**src/rtl/gpu_def.sv**
```systemverilog
// rtl/gpu_def.sv - shared types and constants for the CPU-to-VRAM pixel FIFO
package gpu_def;

  typedef enum logic {
    CVF_IDLE,
    CVF_LOAD
  } cvFifoState_t;

  localparam int CV_PIXCNT_W = 20;
  localparam int CV_WORDS_W  = 19;

endpackage

```
**src/rtl/gpu_cv_bank.sv**
```systemverilog
// rtl/gpu_cv_bank.sv - single-bank pixel FIFO with registered pop data
// An empty-bank pop is ignored: pointers, level and output data all hold.
module gpu_cv_bank #(
  parameter int DEPTH = 8,
  parameter int PW    = 16
) (
  input  logic                       i_clk,
  input  logic                       i_nrst,
  input  logic                       i_clear,
  input  logic                       i_push,
  input  logic [PW-1:0]              i_pushData,
  input  logic                       i_pop,
  output logic [PW-1:0]              o_data,
  output logic [$clog2(DEPTH):0]     o_level,
  output logic                       o_canRead,
  output logic                       o_full
);

  localparam int AW = $clog2(DEPTH);
  localparam int LW = AW + 1;

  logic [PW-1:0] mem [DEPTH];
  logic [AW-1:0] wrPtr;
  logic [AW-1:0] rdPtr;
  logic [LW-1:0] level;
  logic          pushEff;
  logic          popEff;

  // Clear takes priority; the top also gates these, but keep the bank self-consistent.
  assign pushEff = i_push & ~i_clear;
  assign popEff  = i_pop & ~i_clear & (level != '0);

  always_ff @(posedge i_clk) begin
    if (pushEff) begin
      mem[wrPtr] <= i_pushData;
    end
  end

  always_ff @(posedge i_clk or negedge i_nrst) begin
    if (!i_nrst) begin
      wrPtr  <= '0;
      rdPtr  <= '0;
      level  <= '0;
      o_data <= '0;
    end else if (i_clear) begin
      wrPtr <= '0;
      rdPtr <= '0;
      level <= '0;
    end else begin
      if (pushEff) begin
        wrPtr <= wrPtr + AW'(1);
      end
      if (popEff) begin
        rdPtr  <= rdPtr + AW'(1);
        o_data <= mem[rdPtr];
      end
      case ({pushEff, popEff})
        2'b10:   level <= level + LW'(1);
        2'b01:   level <= level - LW'(1);
        default: level <= level;
      endcase
    end
  end

  assign o_level   = level;
  assign o_canRead = (level != '0);
  assign o_full    = (level == LW'(DEPTH));

endmodule

```
**src/rtl/gpu_cv_pair_fifo.sv**
```systemverilog
// rtl/gpu_cv_pair_fifo.sv - splits GP0 words into L/M pixel banks for the VRAM copy sequencer
// Optional stall/empty-pop error checking is built when GPU_CVFIFO_ERRCHK_EN is defined.
module gpu_cv_pair_fifo
  import gpu_def::*;
#(
  parameter int DEPTH = 8,
  parameter int PW    = 16
) (
  input  logic                       i_clk,
  input  logic                       i_nrst,
  input  logic                       i_start,
  input  logic [CV_PIXCNT_W-1:0]     i_pixelCount,
  input  logic                       i_wordValid,
  input  logic [31:0]                i_word,
  output logic                       o_wordReady,
  input  logic                       i_readL,
  input  logic                       i_readM,
  output logic [PW-1:0]              o_pixelL,
  output logic [PW-1:0]              o_pixelM,
  output logic                       o_canReadL,
  output logic                       o_canReadM,
  output logic                       o_xferDone,
  output logic [$clog2(DEPTH):0]     o_levelL,
  output logic [$clog2(DEPTH):0]     o_levelM,
  output logic                       o_error
);

  cvFifoState_t            state;
  cvFifoState_t            stateNext;
  logic [CV_WORDS_W-1:0]   wordsLeft;
  logic [CV_WORDS_W-1:0]   wordsInit;
  logic                    fullL;
  logic                    fullM;
  logic                    accept;
  logic                    lastWord;
  logic                    popL;
  logic                    popM;

  // A count of 524288 must round to 262144 without losing the top bit.
  assign wordsInit = CV_WORDS_W'((i_pixelCount + CV_PIXCNT_W'(1)) >> 1);

  assign o_wordReady = (state == CVF_LOAD) & ~fullL & ~fullM;
  assign accept      = o_wordReady & i_wordValid & ~i_start;
  assign lastWord    = accept & (wordsLeft == CV_WORDS_W'(1));
  assign popL        = i_readL & ~i_start;
  assign popM        = i_readM & ~i_start;

  always_comb begin
    stateNext = state;
    case (state)
      CVF_IDLE: if (i_start) stateNext = CVF_LOAD;
      CVF_LOAD: begin
        if (i_start) stateNext = CVF_LOAD;
        else if (lastWord) stateNext = CVF_IDLE;
      end
      default: stateNext = CVF_IDLE;
    endcase
  end

  always_ff @(posedge i_clk or negedge i_nrst) begin
    if (!i_nrst) begin
      state      <= CVF_IDLE;
      wordsLeft  <= '0;
      o_xferDone <= 1'b0;
    end else begin
      state <= stateNext;
      if (i_start) begin
        wordsLeft  <= wordsInit;
        o_xferDone <= 1'b0;
      end else if (accept) begin
        wordsLeft <= wordsLeft - CV_WORDS_W'(1);
        if (lastWord) o_xferDone <= 1'b1;
      end
    end
  end

  gpu_cv_bank #(.DEPTH(DEPTH), .PW(PW)) u_bankL (
    .i_clk      (i_clk),
    .i_nrst     (i_nrst),
    .i_clear    (i_start),
    .i_push     (accept),
    .i_pushData (i_word[15:0]),
    .i_pop      (popL),
    .o_data     (o_pixelL),
    .o_level    (o_levelL),
    .o_canRead  (o_canReadL),
    .o_full     (fullL)
  );

  gpu_cv_bank #(.DEPTH(DEPTH), .PW(PW)) u_bankM (
    .i_clk      (i_clk),
    .i_nrst     (i_nrst),
    .i_clear    (i_start),
    .i_push     (accept),
    .i_pushData (i_word[31:16]),
    .i_pop      (popM),
    .o_data     (o_pixelM),
    .o_level    (o_levelM),
    .o_canRead  (o_canReadM),
    .o_full     (fullM)
  );

`ifdef GPU_CVFIFO_ERRCHK_EN
  logic [9:0] stallCnt;
  logic       stalled;
  logic       emptyPop;

  assign stalled  = (state == CVF_LOAD) & i_wordValid & (fullL | fullM);
  assign emptyPop = (popL & ~o_canReadL) | (popM & ~o_canReadM);

  // Saturating count of consecutive stalled cycles; the 1024th one trips the flag.
  always_ff @(posedge i_clk or negedge i_nrst) begin
    if (!i_nrst) begin
      stallCnt <= '0;
      o_error  <= 1'b0;
    end else if (i_start) begin
      stallCnt <= '0;
      o_error  <= 1'b0;
    end else begin
      if (!stalled) stallCnt <= '0;
      else if (stallCnt != 10'h3FF) stallCnt <= stallCnt + 10'd1;
      if (emptyPop || (stalled && stallCnt == 10'h3FF)) o_error <= 1'b1;
    end
  end
`else
  assign o_error = 1'b0;
`endif

endmodule

```
**config.mk**
```make
export PLATFORM = sky130hd
export DESIGN_NAME = gpu_cv_pair_fifo
export DESIGN_NICKNAME = d
export VERILOG_FILES = /design/src/rtl/gpu_def.sv /design/src/rtl/gpu_cv_bank.sv /design/src/rtl/gpu_cv_pair_fifo.sv
export SDC_FILE = /design/constraint.sdc
export NUM_CORES = 1
export LEC_CHECK = 0
export ABC_AREA = 1
export ABC_CLOCK_PERIOD_IN_PS = 5500
export CORE_UTILIZATION = 63
export DETAILED_ROUTE_END_ITERATION = 7
export PLACE_DENSITY_LB_ADDON = 0.15
export SLEW_MARGIN = 5
export SYNTH_ARGS = -nofsm -noshare
export SYNTH_HDL_FRONTEND = slang
export SYNTH_HIERARCHICAL = 1
export SYNTH_SLANG_ARGS = --single-unit
```
**constraint.sdc**
```tcl
create_clock -name i_clk -period 5.5 [get_ports i_clk]
set_input_delay 1.1 -clock i_clk [delete_from_list [all_inputs] [get_ports i_clk]]
set_output_delay 1.1 -clock i_clk [all_outputs]
set_load 0.03 [all_outputs]
```
==> results.json, run 1 <==
{
  "report.final.slew_viol_count": 0,
  "setup-violations-final": 0,
  "seq_area_um2": 9520,
  "worst-path-max-fanout": 7,
  "dieWidth_um": 153,
  "power_per_cell_area_nw_per_um2": 358,
  "top_family_by_delay_on_critical_path": "simple AND/OR/NAND/NOR gates",
  "timing.clock.skew_ns": 0.0132,
  "pin_count_of_the_biggest_net_entering_global_routing": 74,
  "place.port_buffers": 101,
  "timing.hold.ws_ns": 0.479,
  "row_count": 54,
  "area_growth_synth_to_finish_pct": 15.9,
  "number_of_cts_inserted_buffers": 34,
  "synthCells": 1297,
  "hp-class": "flip-flop to flip-flop",
  "achievable-frequency_mhz": 267,
  "netlist_area_before_placement_um2": 14300,
  "antenna_cells_inserted": 0,
  "synth_top_cell_by_area": "sky130_fd_sc_hd__edfxtp_1",
  "post_synth.cell_area_avg_um2": 11.0,
  "cts_hold_buffers_added": 0,
  "synth_nets": 1366,
  "drt_drc_violations_left": 3,
  "yosys-top-cells-area": "sky130_fd_sc_hd__edfxtp_1 54%, sky130_fd_sc_hd__dfrtp_1 13%, sky130_fd_sc_hd__nor2_1 5.9%, sky130_fd_sc_hd__nand2_1 5.5%, sky130_fd_sc_hd__o21ai_0 4.2%",
  "via_count": 10100,
  "routabilityCongestion": 0.924,
  "synth-async-reset-ratio": 0.222,
  "criticalPathCategory": "flip-flop to primary output",
  "dpl_worst_slack_ns": 1.80,
  "synth_top_flop_cell": "sky130_fd_sc_hd__edfxtp_1",
  "top_count_cell_post_synth": "sky130_fd_sc_hd__edfxtp_1",
  "cts-root-buf": "sky130_fd_sc_hd__clkbuf_16",
  "first_pass_grt_wire_length_um": 49400,
  "start_util": 0.650,
  "synthDistinctLibCells": 43,
  "ant_nets": 0,
  "path_cells": "nor4_1 > nor3_4 > clkdlybuf4s50_1",
  "final_layout_size_suffix_gt1_frac": 0.0956,
  "cts_tree": "built",
  "critPathLaunchType": "flip-flop",
  "critPathRequiredTime_ns": 4.40,
  "critical_path.n_buffers_inverters": 1,
  "worstPathArrival_ns": 2.64,
  "final-instance-count-excl-fill": 1703,
  "min_period_ns": 3.74,
  "fillCellCount": 1467,
  "synth-edff-count": 256,
  "outcome": "complete, but fails checks",
  "post_synth_most_frequent_cells": "256 x sky130_fd_sc_hd__edfxtp_1, 224 x sky130_fd_sc_hd__nor2_1, 209 x sky130_fd_sc_hd__nand2_1",
  "cts_resized": 0,
  "final_core_util": 0.753,
  "critical-path-max-stage-delay_ns": 0.92,
  "leakagePower_nw": 6.35,
  "route.detailed.wl_per_inst_um": 18.3,
  "drt_pre_antenna_iters": 8,
  "antenna_found_initial": 1,
  "timing.final.ws_setup_ns": 1.76,
  "clk_transition_reported_paths_ns": 0.06,
  "rsz0062_at_grt": "no",
  "worst_skew_pair.late_latency_ns": 0.51,
  "design_power_total_mw": 5.94,
  "cp-end-kind": "primary output",
  "max_cap_violations": 0,
  "detail_route.vias_per_cell": 5.92,
  "critical-path-slowest-cell": "sky130_fd_sc_hd__nor4_1",
  "clock_sink_count": 329,
  "synth_top_cell_area_share": 0.537,
  "worst_slew_margin_rel": 0.257,
  "core_um2": 22000,
  "global_route.usage.total": 0.271,
  "synth_seq_area_share": 0.665,
  "irDropWorstVdd_mv": 0.298,
  "grt_pass1_vias": 9598,
  "tightest_slew_ns": 1.11,
  "post_cts_buffers": 0,
  "ys.warnings.count": 6,
  "numPlacedInstances": 1642,
  "htree_num_levels": 2,
  "wirelength_um": 31100,
  "cts_max_path_buffers": 3,
  "nNetsFinal": 1467,
  "hpwl_um": 19500,
  "die_footprint_um2": 23300,
  "floorplan.io_pins": 103,
  "placement.cell_area_um2": 15500,
  "violations": "DRC",
  "fin_crit_sh": 0.681,
  "grt.overflow.total": 0,
  "multiInputGateArea_um2": 4180,
  "fin_area_um2": 16600,
  "initialDrtViolationCount": 871,
  "die_height_um": 153,
  "fin_setup_tns_ns": 0,
  "ffs_latches_synth": 329,
  "report.final.hold_viol_count": 0
}
## final timing paths
path / start / cells after the start / end / slack (ns)
max: u_bankL/o_level[0] / 3 / o_wordReady / 1.76
min: u_bankM/o_data[13] / 2 / u_bankM/o_data[13] / 0.48
max reg2reg: u_bankL/o_level[0] / 14 / u_bankM/o_level[3] / 2.36
min reg2reg: u_bankM/o_data[13] / 2 / u_bankM/o_data[13] / 0.48
max in group asynchronous: i_nrst / 1 / u_bankL/rdPtr[0] / 4.05
min in group asynchronous: i_nrst / 1 / wordsLeft[7] / 0.75
## cells in the final DEF, fill, tap and decap left out, types with 5 or more instances in the layout
| cell | count |
|---|---|
| sky130_fd_sc_hd__a21oi_1 | 20 |
| sky130_fd_sc_hd__buf_4 | 21 |
| sky130_fd_sc_hd__clkbuf_1 | 5 |
| sky130_fd_sc_hd__clkbuf_16 | 35 |
| sky130_fd_sc_hd__clkbuf_8 | 7 |
| sky130_fd_sc_hd__clkdlybuf4s50_1 | 100 |
| sky130_fd_sc_hd__clkinv_1 | 5 |
| sky130_fd_sc_hd__clkinv_2 | 6 |
| sky130_fd_sc_hd__dfrtp_1 | 71 |
| sky130_fd_sc_hd__edfxtp_1 | 256 |
| sky130_fd_sc_hd__ha_1 | 11 |
| sky130_fd_sc_hd__inv_1 | 57 |
| sky130_fd_sc_hd__inv_2 | 15 |
| sky130_fd_sc_hd__nand2_1 | 209 |
| sky130_fd_sc_hd__nand2_2 | 12 |
| sky130_fd_sc_hd__nand2_4 | 6 |
| sky130_fd_sc_hd__nand3_1 | 41 |
| sky130_fd_sc_hd__nand4_1 | 8 |
| sky130_fd_sc_hd__nor2_1 | 224 |
| sky130_fd_sc_hd__nor2_2 | 10 |
| sky130_fd_sc_hd__nor2_4 | 8 |
| sky130_fd_sc_hd__o211ai_1 | 50 |
| sky130_fd_sc_hd__o21ai_0 | 121 |
| sky130_fd_sc_hd__o21ai_1 | 54 |
| sky130_fd_sc_hd__o221ai_1 | 17 |
| sky130_fd_sc_hd__o22ai_1 | 17 |
## registers in the layout (all words and copies together) (netlist names)
| name | count |
|---|---|
| u_bankM/o_data | 16 |
| u_bankM/o_level | 4 |
| u_bankM/wrPtr | 3 |
| o_xferDone | 1 |
| u_bankL/rdPtr | 3 |
| u_bankM/rdPtr | 3 |
| state | 1 |
| u_bankL/o_level | 4 |
| wordsLeft | 19 |
| u_bankL/mem | 128 |
| u_bankM/mem | 128 |
| u_bankL/wrPtr | 3 |
| u_bankL/o_data | 16 |
## tightest hold or removal path, stage by stage (launching register included)
cell,delay [ns]
sky130_fd_sc_hd__dfrtp_1,0.34
sky130_fd_sc_hd__nand2_1,0.05
sky130_fd_sc_hd__nand2_1,0.05
## power breakdown
| part | internal, mW | switching (mW) | total (mW) |
|---|---|---|---|
| clock network | 1.31 | 0.915 | 2.23 |
| registers | 2.81 | 0.0849 | 2.90 |
| logic | 0.310 | 0.510 | 0.820 |
## area by class of cell
type | count | area share
Clock buffer | 47 | 0.0597
Clock inverter | 14 | 0.00619
Inverter | 75 | 0.0172
Multi-Input combinational cell | 837 | 0.252
Sequential cell | 329 | 0.574
Tap cell | 280 | 0.0211
Timing Repair Buffer | 121 | 0.0698
## layer usage
| metal | track usage | vias to the layer above | share of wire | wire, µm |
|---|---|---|---|---|
| met2 | 0.442 | 402 | 0.49 | 15200 |
| li1 | - | 4750 | - | - |
| met3 | 0.0401 | 58 | 0.063 | 1950 |
| met4 | 0.0871 | 2 | 0.021 | 646 |
| met1 | 0.379 | 4876 | 0.43 | 13300 |
| met5 | 0 | - | 0.00055 | 17 |
## logic make-up (layout without fill, tap and decap cells)
kind of cell / after synthesis / in the layout / synth area share
flops: 329 / 329 / 0.665
simple gates: 533 / 533 / 0.162
fa+ha+maj: 11 / 11 / 0.00962
xor+xnor: 9 / 9 / 0.00603
compound gates: 283 / 283 / 0.115
buf+inv: 131 / 257 / 0.0428
other cells: 1 / 1 / 0.000262
Note: power is estimated with default switching activity, not from simulation.
==> inputs of run 2 (changes only) <==
- ABC_CLOCK_PERIOD_IN_PS: 5500 -> 3500
- CORE_UTILIZATION: 63 -> 59
- clock period: 5.5 -> 3.5 ns (I/O delays scaled with it)
==> results.json, run 2 (same netlist as run 1, synthesis figures left out) <==
{
  "most_frequent_cells_in_the_layout": "256 x sky130_fd_sc_hd__edfxtp_1, 224 x sky130_fd_sc_hd__nor2_1, 209 x sky130_fd_sc_hd__nand2_1",
  "report.final.slew_viol_count": 0,
  "clock_sink_count": 329,
  "achievable-frequency_mhz": 330,
  "dieWidth_um": 158,
  "antenna_found_initial": 0,
  "htree_num_levels": 2,
  "cts_hold_buffers_added": 0,
  "power_per_cell_area_nw_per_um2": 563,
  "clk_transition_reported_paths_ns": 0.06,
  "start_util": 0.606,
  "timing.final.ws_setup_ns": 0.472,
  "cts-root-buf": "sky130_fd_sc_hd__clkbuf_16",
  "rsz0062_at_grt": "no",
  "nNetsFinal": 1479,
  "critPathLaunchType": "flip-flop",
  "global_route.usage.total": 0.268,
  "number_of_cts_inserted_buffers": 34,
  "numPlacedInstances": 1693,
  "critPathRequiredTime_ns": 2.80,
  "post_cts_buffers": 0,
  "dpl_worst_slack_ns": 0.494,
  "hp-class": "input port to async pin",
  "max_cap_violations": 0,
  "antenna_cells_inserted": 0,
  "drt_pre_antenna_iters": 5,
  "detail_route.vias_per_cell": 5.75,
  "leakagePower_nw": 6.42,
  "cp-end-kind": "primary output",
  "tightest_slew_ns": 1.09,
  "pin_count_of_the_biggest_net_entering_global_routing": 68,
  "initialDrtViolationCount": 962,
  "cts_resized": 0,
  "criticalPathCategory": "flip-flop to primary output",
  "place.port_buffers": 101,
  "grt_pass1_vias": 9810,
  "first_pass_grt_wire_length_um": 50800,
  "wirelength_um": 31900,
  "final-instance-count-excl-fill": 1754,
  "core_um2": 23600,
  "fillCellCount": 1740,
  "timing.clock.skew_ns": 0.0146,
  "irDropWorstVdd_mv": 0.510,
  "cts_max_path_buffers": 3,
  "layout_top_registers": "u_bankL/mem (128), u_bankM/mem (128), wordsLeft (19)",
  "area_growth_synth_to_finish_pct": 17.0,
  "fin_crit_sh": 0.865,
  "worst_skew_pair.late_latency_ns": 0.51,
  "die_height_um": 158,
  "row_count": 56,
  "worstPathArrival_ns": 2.33,
  "drt_drc_violations_left": 0,
  "cts_tree": "built",
  "min_period_ns": 3.03,
  "report.final.hold_viol_count": 0,
  "grt.overflow.total": 0,
  "worst_slew_margin_rel": 0.275,
  "floorplan.io_pins": 103,
  "die_footprint_um2": 24900,
  "worst-path-max-fanout": 5,
  "routabilityCongestion": 0.864,
  "mostFrequentLayoutCell": "sky130_fd_sc_hd__edfxtp_1",
  "via_count": 10100,
  "final_layout_size_suffix_gt1_frac": 0.102,
  "outcome": "finished clean",
  "ant_nets": 0,
  "fin_setup_tns_ns": 0,
  "route.detailed.wl_per_inst_um": 18.2,
  "setup-violations-final": 0,
  "hpwl_um": 20700
}
[run 2: cell types whose count changed in the layout (fill, tap and decap cells not counted), sizes merged]
cell      before  now
clkbuf        47   41
bufinv         1    4
clkinvlp       2    1
buf           21   33
inv           75   74
clkinv        11   16
[run 2: where the power goes]
group	internal [mW]	switching, mW	leakage, nW
clock network	2.15	1.43	0.546
registers	4.42	0.137	3.24
logic	0.491	0.801	2.64
total	7.05	2.37	6.42
[run 2: final timing paths]
check | cells after the start | endpoint | from | slack (ns)
worst max-delay path | 4 | o_wordReady | u_bankL/o_level[3] | 0.47
worst min-delay path | 1 | wordsLeft[15] | i_nrst | 0.22
worst max register to register | 15 | u_bankM/o_level[3] | u_bankL/o_level[3] | 0.82
worst min register to register | 2 | state | state | 0.48
max in group asynchronous | 2 | u_bankM/o_data[3] | i_nrst | 2.55
min in group i_clk | 2 | state | state | 0.48
[run 2: per-layer routing]
layer | vias to the layer above | track usage | wire length (µm)
met5 | - | 0 | 0
met4 | 0 | 0.0846 | 662
met3 | 52 | 0.0435 | 2090
met2 | 355 | 0.439 | 15400
met1 | 4903 | 0.367 | 13700
li1 | 4784 | - | -
[run 2: area by class of cell]
class	count	area [µm²]	area share
clock inverter	20	199	0.0119
timing repair buffer	133	1250	0.0746
sequential	329	9520	0.569
tap	319	399	0.0238
multi-input combinational	837	4180	0.250
clock buffer	41	908	0.0543
inverter	75	285	0.0170
[run 2: through the flow]
| step | utilization | total power, mW | hold slack [ns] | cell area (µm²) |
|---|---|---|---|---|
| finish | 0.709 | 9.43 | 0.222 | 16700 |
| global route | 0.709 | 9.77 | 0.261 | 16700 |
| CTS | 0.709 | 9.49 | 0.236 | 16700 |
| detailed placement | 0.662 | 5.92 | 0.467 | 15600 |
| global placement | 0.662 | 5.90 | 0.461 | 15600 |
| floorplan | - | 5.34 | 0.404 | 14300 |
[run 2: critical path: stages (launching register included)]
cell and delay [ns]:
sky130_fd_sc_hd__dfrtp_1 0.43, sky130_fd_sc_hd__inv_1 0.08, sky130_fd_sc_hd__nor4_1 0.56, sky130_fd_sc_hd__nor3_4 0.12, sky130_fd_sc_hd__clkdlybuf4s50_1 0.62
